$ cat config.mk
export PLATFORM = sky130hd
export DESIGN_NAME = hazard_ctrl
export DESIGN_NICKNAME = d
export VERILOG_FILES = /design/src/rtl/hazard_ctrl.sv
export SDC_FILE = /design/constraint.sdc
export NUM_CORES = 1
export LEC_CHECK = 0
export ABC_AREA = 1
export ABC_CLOCK_PERIOD_IN_PS = 3300
export BUFFER_PORTS_ARGS = -buffer_cell sky130_fd_sc_hd__buf_2
export CAP_MARGIN = 20
export CORE_MARGIN = 4
export CORE_UTILIZATION = 50
export CTS_CLUSTER_DIAMETER = 30
export DETAILED_ROUTE_END_ITERATION = 10
export PLACE_DENSITY = 0.9
export SLEW_MARGIN = 25
export SYNTH_ARGS = -nofsm -noshare
export SYNTH_HDL_FRONTEND = slang
export SYNTH_SLANG_ARGS = --single-unit
$ cat constraint.sdc
create_clock -name clk -period 3.3 [get_ports clk]
set_input_delay 0.165 -clock clk [delete_from_list [all_inputs] [get_ports clk]]
set_output_delay 0.165 -clock clk [all_outputs]
set_load 0.005 [all_outputs]
$ cat src/rtl/hazard_ctrl.sv
// Pipeline hazard/stall controller: load-use, taken branch, multi-cycle dmem with timeout.
// Optional perf counters (stall_cnt, flush_cnt) are built when HAZARD_PERF_CNT_EN is defined.
module hazard_ctrl #(
    parameter int MEM_TIMEOUT = 255
) (
    input  logic        clk,
    input  logic        reset,
    input  logic [4:0]  id_rs1,
    input  logic [4:0]  id_rs2,
    input  logic        id_uses_rs2,
    input  logic        ex_mem_read,
    input  logic [4:0]  ex_rd,
    input  logic        ex_branch_taken,
    input  logic        mem_mem_read,
    input  logic        mem_mem_write,
    input  logic        dmem_ack,
    output logic        dmem_req,
    output logic        pc_en,
    output logic        if_id_en,
    output logic        if_id_flush,
    output logic        id_ex_en,
    output logic        id_ex_flush,
    output logic        ex_mem_en,
    output logic        mem_wb_flush,
    output logic        mem_err
`ifdef HAZARD_PERF_CNT_EN
    ,
    output logic [31:0] stall_cnt,
    output logic [31:0] flush_cnt
`endif
);

    localparam int CW = $clog2(MEM_TIMEOUT + 1);
    localparam logic [CW-1:0] TO_CNT = CW'(MEM_TIMEOUT);

    typedef enum logic [1:0] {RUN, MEM_WAIT, MEM_ABORT} state_t;

    state_t        state, state_nxt;
    logic [CW-1:0] wait_cnt, wait_cnt_nxt;
    logic          mem_err_nxt;
    logic          mem_access, mem_stall, load_use;
    logic          br_apply, lu_stall;

    always_ff @(posedge clk) begin
        if (reset) begin
            state    <= RUN;
            wait_cnt <= '0;
            mem_err  <= 1'b0;
        end else begin
            state    <= state_nxt;
            wait_cnt <= wait_cnt_nxt;
            mem_err  <= mem_err_nxt;
        end
    end

    always_comb begin
        mem_access = mem_mem_read | mem_mem_write;
        // Reset abandons any access in flight in the same cycle
        dmem_req   = mem_access & (state != MEM_ABORT) & ~reset;
        mem_stall  = dmem_req & ~dmem_ack;
        load_use   = ex_mem_read & (ex_rd != 5'd0) &
                     ((ex_rd == id_rs1) | (id_uses_rs2 & (ex_rd == id_rs2)));
        br_apply   = ~reset & ~mem_stall & ex_branch_taken;
        lu_stall   = ~reset & ~mem_stall & ~ex_branch_taken & load_use;

        pc_en        = 1'b1;
        if_id_en     = 1'b1;
        if_id_flush  = 1'b0;
        id_ex_en     = 1'b1;
        id_ex_flush  = 1'b0;
        ex_mem_en    = 1'b1;
        mem_wb_flush = 1'b0;

        if (reset) begin
            pc_en        = 1'b0;
            if_id_en     = 1'b0;
            id_ex_en     = 1'b0;
            ex_mem_en    = 1'b0;
            if_id_flush  = 1'b1;
            id_ex_flush  = 1'b1;
            mem_wb_flush = 1'b1;
        end else if (mem_stall) begin
            pc_en        = 1'b0;
            if_id_en     = 1'b0;
            id_ex_en     = 1'b0;
            ex_mem_en    = 1'b0;
            mem_wb_flush = 1'b1;
        end else begin
            if (br_apply) begin
                if_id_flush = 1'b1;
                id_ex_flush = 1'b1;
            end else if (lu_stall) begin
                pc_en       = 1'b0;
                if_id_en    = 1'b0;
                id_ex_flush = 1'b1;
            end
            // Squash the result of the access that just timed out
            if (state == MEM_ABORT) mem_wb_flush = 1'b1;
        end
    end

    always_comb begin
        state_nxt    = state;
        wait_cnt_nxt = wait_cnt;
        mem_err_nxt  = mem_err;
        case (state)
            RUN: begin
                if (mem_stall) begin
                    state_nxt    = MEM_WAIT;
                    wait_cnt_nxt = CW'(1);
                end
            end
            MEM_WAIT: begin
                if (dmem_ack) begin
                    state_nxt    = RUN;
                    wait_cnt_nxt = '0;
                end else if (wait_cnt == TO_CNT) begin
                    state_nxt    = MEM_ABORT;
                    wait_cnt_nxt = '0;
                    mem_err_nxt  = 1'b1;
                end else begin
                    wait_cnt_nxt = wait_cnt + CW'(1);
                end
            end
            MEM_ABORT: state_nxt = RUN;
            default: begin
                state_nxt    = RUN;
                wait_cnt_nxt = '0;
            end
        endcase
    end

`ifdef HAZARD_PERF_CNT_EN
    always_ff @(posedge clk) begin
        if (reset) begin
            stall_cnt <= '0;
            flush_cnt <= '0;
        end else begin
            if (mem_stall | lu_stall) stall_cnt <= stall_cnt + 32'd1;
            if (br_apply)             flush_cnt <= flush_cnt + 32'd1;
        end
    end
`endif

endmodule

==> results by group <==
Floorplan
  – I/O pin count: 32
  – Number of standard-cell rows in the floorplan: 14
  – Height of the chip: 49.37 um
  – Die Span X: 49.37 um
  – Core region area: 0.001559 mm^2
  – Initial core utilization: 54.90%
  – Overall die area: 0.002437 mm^2

Final layout
  – Share of cells above drive strength 1: 30.72%
  – Final design area excluding fillers: 0.001035 mm^2
  – Number of diodes added for antenna fixing: 0
  – Filler cells: 136
  – Signed area change from the synthesized netlist to the final layout: 20.91%
  – Final layout net count: 191

Synthesis
  – Leading cell types by count after synthesis: sky130_fd_sc_hd__nand2_1, sky130_fd_sc_hd__nor2_1, sky130_fd_sc_hd__inv_1
  – Dominant cell by count in the synthesized netlist: sky130_fd_sc_hd__nand2_1
  – Nets in the synthesized netlist: 158
  – Synth warnings: 0
  – Number of standard cells after synthesis: 134
  – Largest cells by area after synthesis: sky130_fd_sc_hd__dfxtp_1, sky130_fd_sc_hd__nand2_1, sky130_fd_sc_hd__a21oi_1, sky130_fd_sc_hd__nor2_1, sky130_fd_sc_hd__inv_1
  – Fraction of registers with async set/reset: 0%
  – Synthesized flop and latch total: 11
  – Share of the yosys chip area belonging to registers: 25.73%
  – Number of distinct library cells after synthesis: 28
  – Average cell area after synthesis: 6.387 um^2
  – Biggest area consumer among synthesized cells: sky130_fd_sc_hd__dfxtp_1
  – Count of flip-flops with a built-in enable after synthesis: 0
  – Synth Flop Type: sky130_fd_sc_hd__dfxtp_1
  – Post-Synthesis Cell Area: 855.8 um^2
  – Top cell type's share of synthesized area: 25.73%

Pwr
  – Switching component of the power: 0.00008406 W
  – Fraction of power consumed by combinational cells: 21.6%
  – Switching Fraction: 28.62%
  – Pwr dens: 283.8 mW/mm^2
  – Worst IR Drop VDD: 0.2411 mV
  – Sequential group share of total power: 46.8%
  – Clock network power share: 31.5%
  – Internal Pwr Total: 0.0002096 W
  – Leak pwr: 0.5012 nW

Critical path
  – Crit path max fanout: 4
  – Number of cells traversed by the worst register-to-register path: 8
  – Buffers and inverters on the worst path: 3
  – Slack of the worst reg-to-reg path: 1.78 ns
  – Crit path kind: register to primary output
  – R2R Path Start: wait_cnt[0]$_SDFFE_PP0P_
  – Largest stage delay on the critical path: 0.37 ns
  – Kind of cell adding the most delay to the critical path: simple AND/OR/NAND/NOR gates
  – Arr. time, crit path: 1.41 ns
  – Cells traversed along the worst timing path: nor2_2, inv_2, nand3_2, nand2_1, inv_2, nand3_1, nand2_1, buf_2
  – Crit path required time: 3.13 ns
  – Cell type of the slowest stage on the worst timing path: sky130_fd_sc_hd__dfxtp_1
  – Startpoint class of the critical path: register
  – Crit. Startpoint: state[0]$_SDFFE_PP0P_
  – Nature of the critical path endpoint: primary output
  – Endpoint of the lowest-slack register-to-register path: wait_cnt[0]$_SDFFE_PP0P_

Clock tree
  – CTS Hold Bufs: 0
  – Clk_lat worst skew: 0.27 ns
  – Post-cts resize count: 0
  – Setup fix buffers added after clock tree synthesis: 0
  – Buffer depth of the longest clock path: 2
  – TritonCTS clock tree: done
  – H-tree levels: 1
  – Clock input transition at the sequential cells of the worst setup and hold paths: 0.07 ns
  – Clock root buffer master: sky130_fd_sc_hd__clkbuf_4
  – TritonCTS buffer count: 3
  – CTS Sinks: 11

Detailed routing
  – Number of vias after detailed routing: 972
  – Residual DRC count: 0
  – Number of DRC violations after detailed-routing iteration 0: 20
  – Drt pass-1 iters: 4
  – Average detailed-routed wire length per instance: 11.98 um
  – Wire length after detailed routing: 2180 um
  – Via-per-instance ratio: 5.341
  – DRT antenna net count: 0

Timing
  – Total count of max-transition violations in the final report: 0
  – Fin Clk Skew: 0.0007698 ns
  – Fmax: 634.8 MHz
  – Clock period minus worst slack: 1.575 ns
  – Number of failing hold endpoints at the final stage: 0
  – Transition at the pin with the smallest max-transition slack: 0.2997 ns
  – Setup repair after global routing missed its margin: no
  – Share of the clock period used by the worst path: 47.73%
  – Max transition margin: 80.02%
  – Total of endpoints with negative setup slack in the final report: 0
  – Setup TNS: 0 ns

Global route
  – Most Used Layer, Global Route: met2
  – GRT overflow: 0
  – Routing usage on met3: 4.281%
  – Met1 global-route usage: 19.30%
  – Global-route usage over all layers: 18.44%
  – Vias in the first global route: 912
  – Largest net degree at the start of global routing: 16
  – Antenna violations before repair: 0
  – Wire length of the first global-routing pass: 3622 um
  – Met2 track demand over resource in global routing: 35.49%

Status
  – Run status: finished, final reports clean

Place
  – Detailed placement HPWL: 1732 um
  – Count of input and output buffers: 31
  – Placed instance area: 0.001008 mm^2
  – Final weighted congestion of routability-driven global placement: 0.9655

Worst hold path
  – Worst Hold End: wait_cnt[5]$_SDFFE_PP0P_
  – Hold Crit Class: primary input to register
  – Number of instances on the worst hold path: 4
  – Start point of the worst min-delay path: dmem_ack

Flow run
  – Max_cap viols: 0
-- worst reg2reg max path, stage by stage (launching register included) --
cell,delay (ns)
sky130_fd_sc_hd__dfxtp_1,0.43
sky130_fd_sc_hd__ha_1,0.26
sky130_fd_sc_hd__nand2_1,0.11
sky130_fd_sc_hd__nor2_1,0.11
sky130_fd_sc_hd__nand2_1,0.11
sky130_fd_sc_hd__nand2_2,0.11
sky130_fd_sc_hd__nor2_1,0.06
sky130_fd_sc_hd__o21ai_1,0.13
sky130_fd_sc_hd__a21oi_1,0.08
-- worst max path at each step --
stage | end | slack (ns) | depth (start not counted)
floorplan | wait_cnt[0]$_SDFFE_PP0P_ | 2.02 | 8
global placement | wait_cnt[0]$_SDFFE_PP0P_ | 1.94 | 8
detailed placement | wait_cnt[0]$_SDFFE_PP0P_ | 1.84 | 8
CTS | id_ex_flush | 1.73 | 8
global route | id_ex_flush | 1.64 | 8
finish | id_ex_flush | 1.72 | 8
-- logic make-up (layout without fill, tap and decap cells) --
family,count (synthesis),after routing,synth area share (%)
XOR/XNOR,7,7,7.164
AND/OR/NAND/NOR,73,73,39.77
buffers and inverters,22,54,10.96
adder cells (fa/ha/maj),1,1,1.462
AO/OA/AOI/OAI,20,20,14.91
flip-flops,11,11,25.73
-- flip-flops by register name, summed over array words and instances (netlist names) --
register,cells
mem_err,1
state,2
wait_cnt,8
-- area by class of cell --
type | instances | area, um^2 | area share [%]
clock buffers | 4 | 26.28 | 2.539
inverters | 19 | 71.32 | 6.892
multi-input cells | 101 | 541.8 | 52.36
flip-flops and latches | 11 | 220.2 | 21.28
well taps | 16 | 20.02 | 1.935
repair buffers | 31 | 155.1 | 14.99
-- routing by layer --
metal  wire (um)  up-vias
met2        1178       31
met3         114        5
met5           0        -
li1            -      494
met1         854      442
met4          32        0
-- stage by stage --
stage / hold WS, ns / total power [W] / util [%] / worst slack [ns] / instances
4_1_cts: 0.2085 / 0.0002950 / 66.37 / 1.728 / 182
2_1_floorplan: 0.2612 / 0.0001763 / - / 2.024 / 134
5_1_grt: 0.2159 / 0.0003134 / 66.37 / 1.636 / 182
3_5_place_dp: 0.4460 / 0.0002036 / 64.69 / 1.839 / 178
6_report: 0.2086 / 0.0002937 / 66.37 / 1.725 / 182
3_3_place_gp: 0.4446 / 0.0002010 / 64.69 / 1.940 / 178
-- power groups by stage --
stage | Combinational (W) | Sequential [W] | Clock [W]
finish | 0.0000635 | 0.000138 | 0.0000926
global route | 0.0000709 | 0.000138 | 0.000105
CTS | 0.0000638 | 0.000137 | 0.0000938
detailed placement | 0.0000630 | 0.000141 | 0
global placement | 0.0000608 | 0.000140 | 0
floorplan | 0.0000364 | 0.000140 | 0
-- layout by cell type, fill, tap and decap left out, types with 2 or more instances in the layout --
master,synthesis,final
sky130_fd_sc_hd__nand2_1,31,31
sky130_fd_sc_hd__inv_1,14,14
sky130_fd_sc_hd__nor3_2,2,2
sky130_fd_sc_hd__clkbuf_4,0,3
sky130_fd_sc_hd__nor2_2,4,4
sky130_fd_sc_hd__buf_2,0,31
sky130_fd_sc_hd__inv_2,4,4
sky130_fd_sc_hd__nor2_1,15,15
sky130_fd_sc_hd__nand3_1,10,10
sky130_fd_sc_hd__o21ai_1,2,2
sky130_fd_sc_hd__nand2_2,3,3
sky130_fd_sc_hd__nand4_1,3,3
sky130_fd_sc_hd__a21oi_1,12,12
sky130_fd_sc_hd__dfxtp_1,11,11
sky130_fd_sc_hd__xor2_1,6,6
Power figures use the tool's default switching activity.
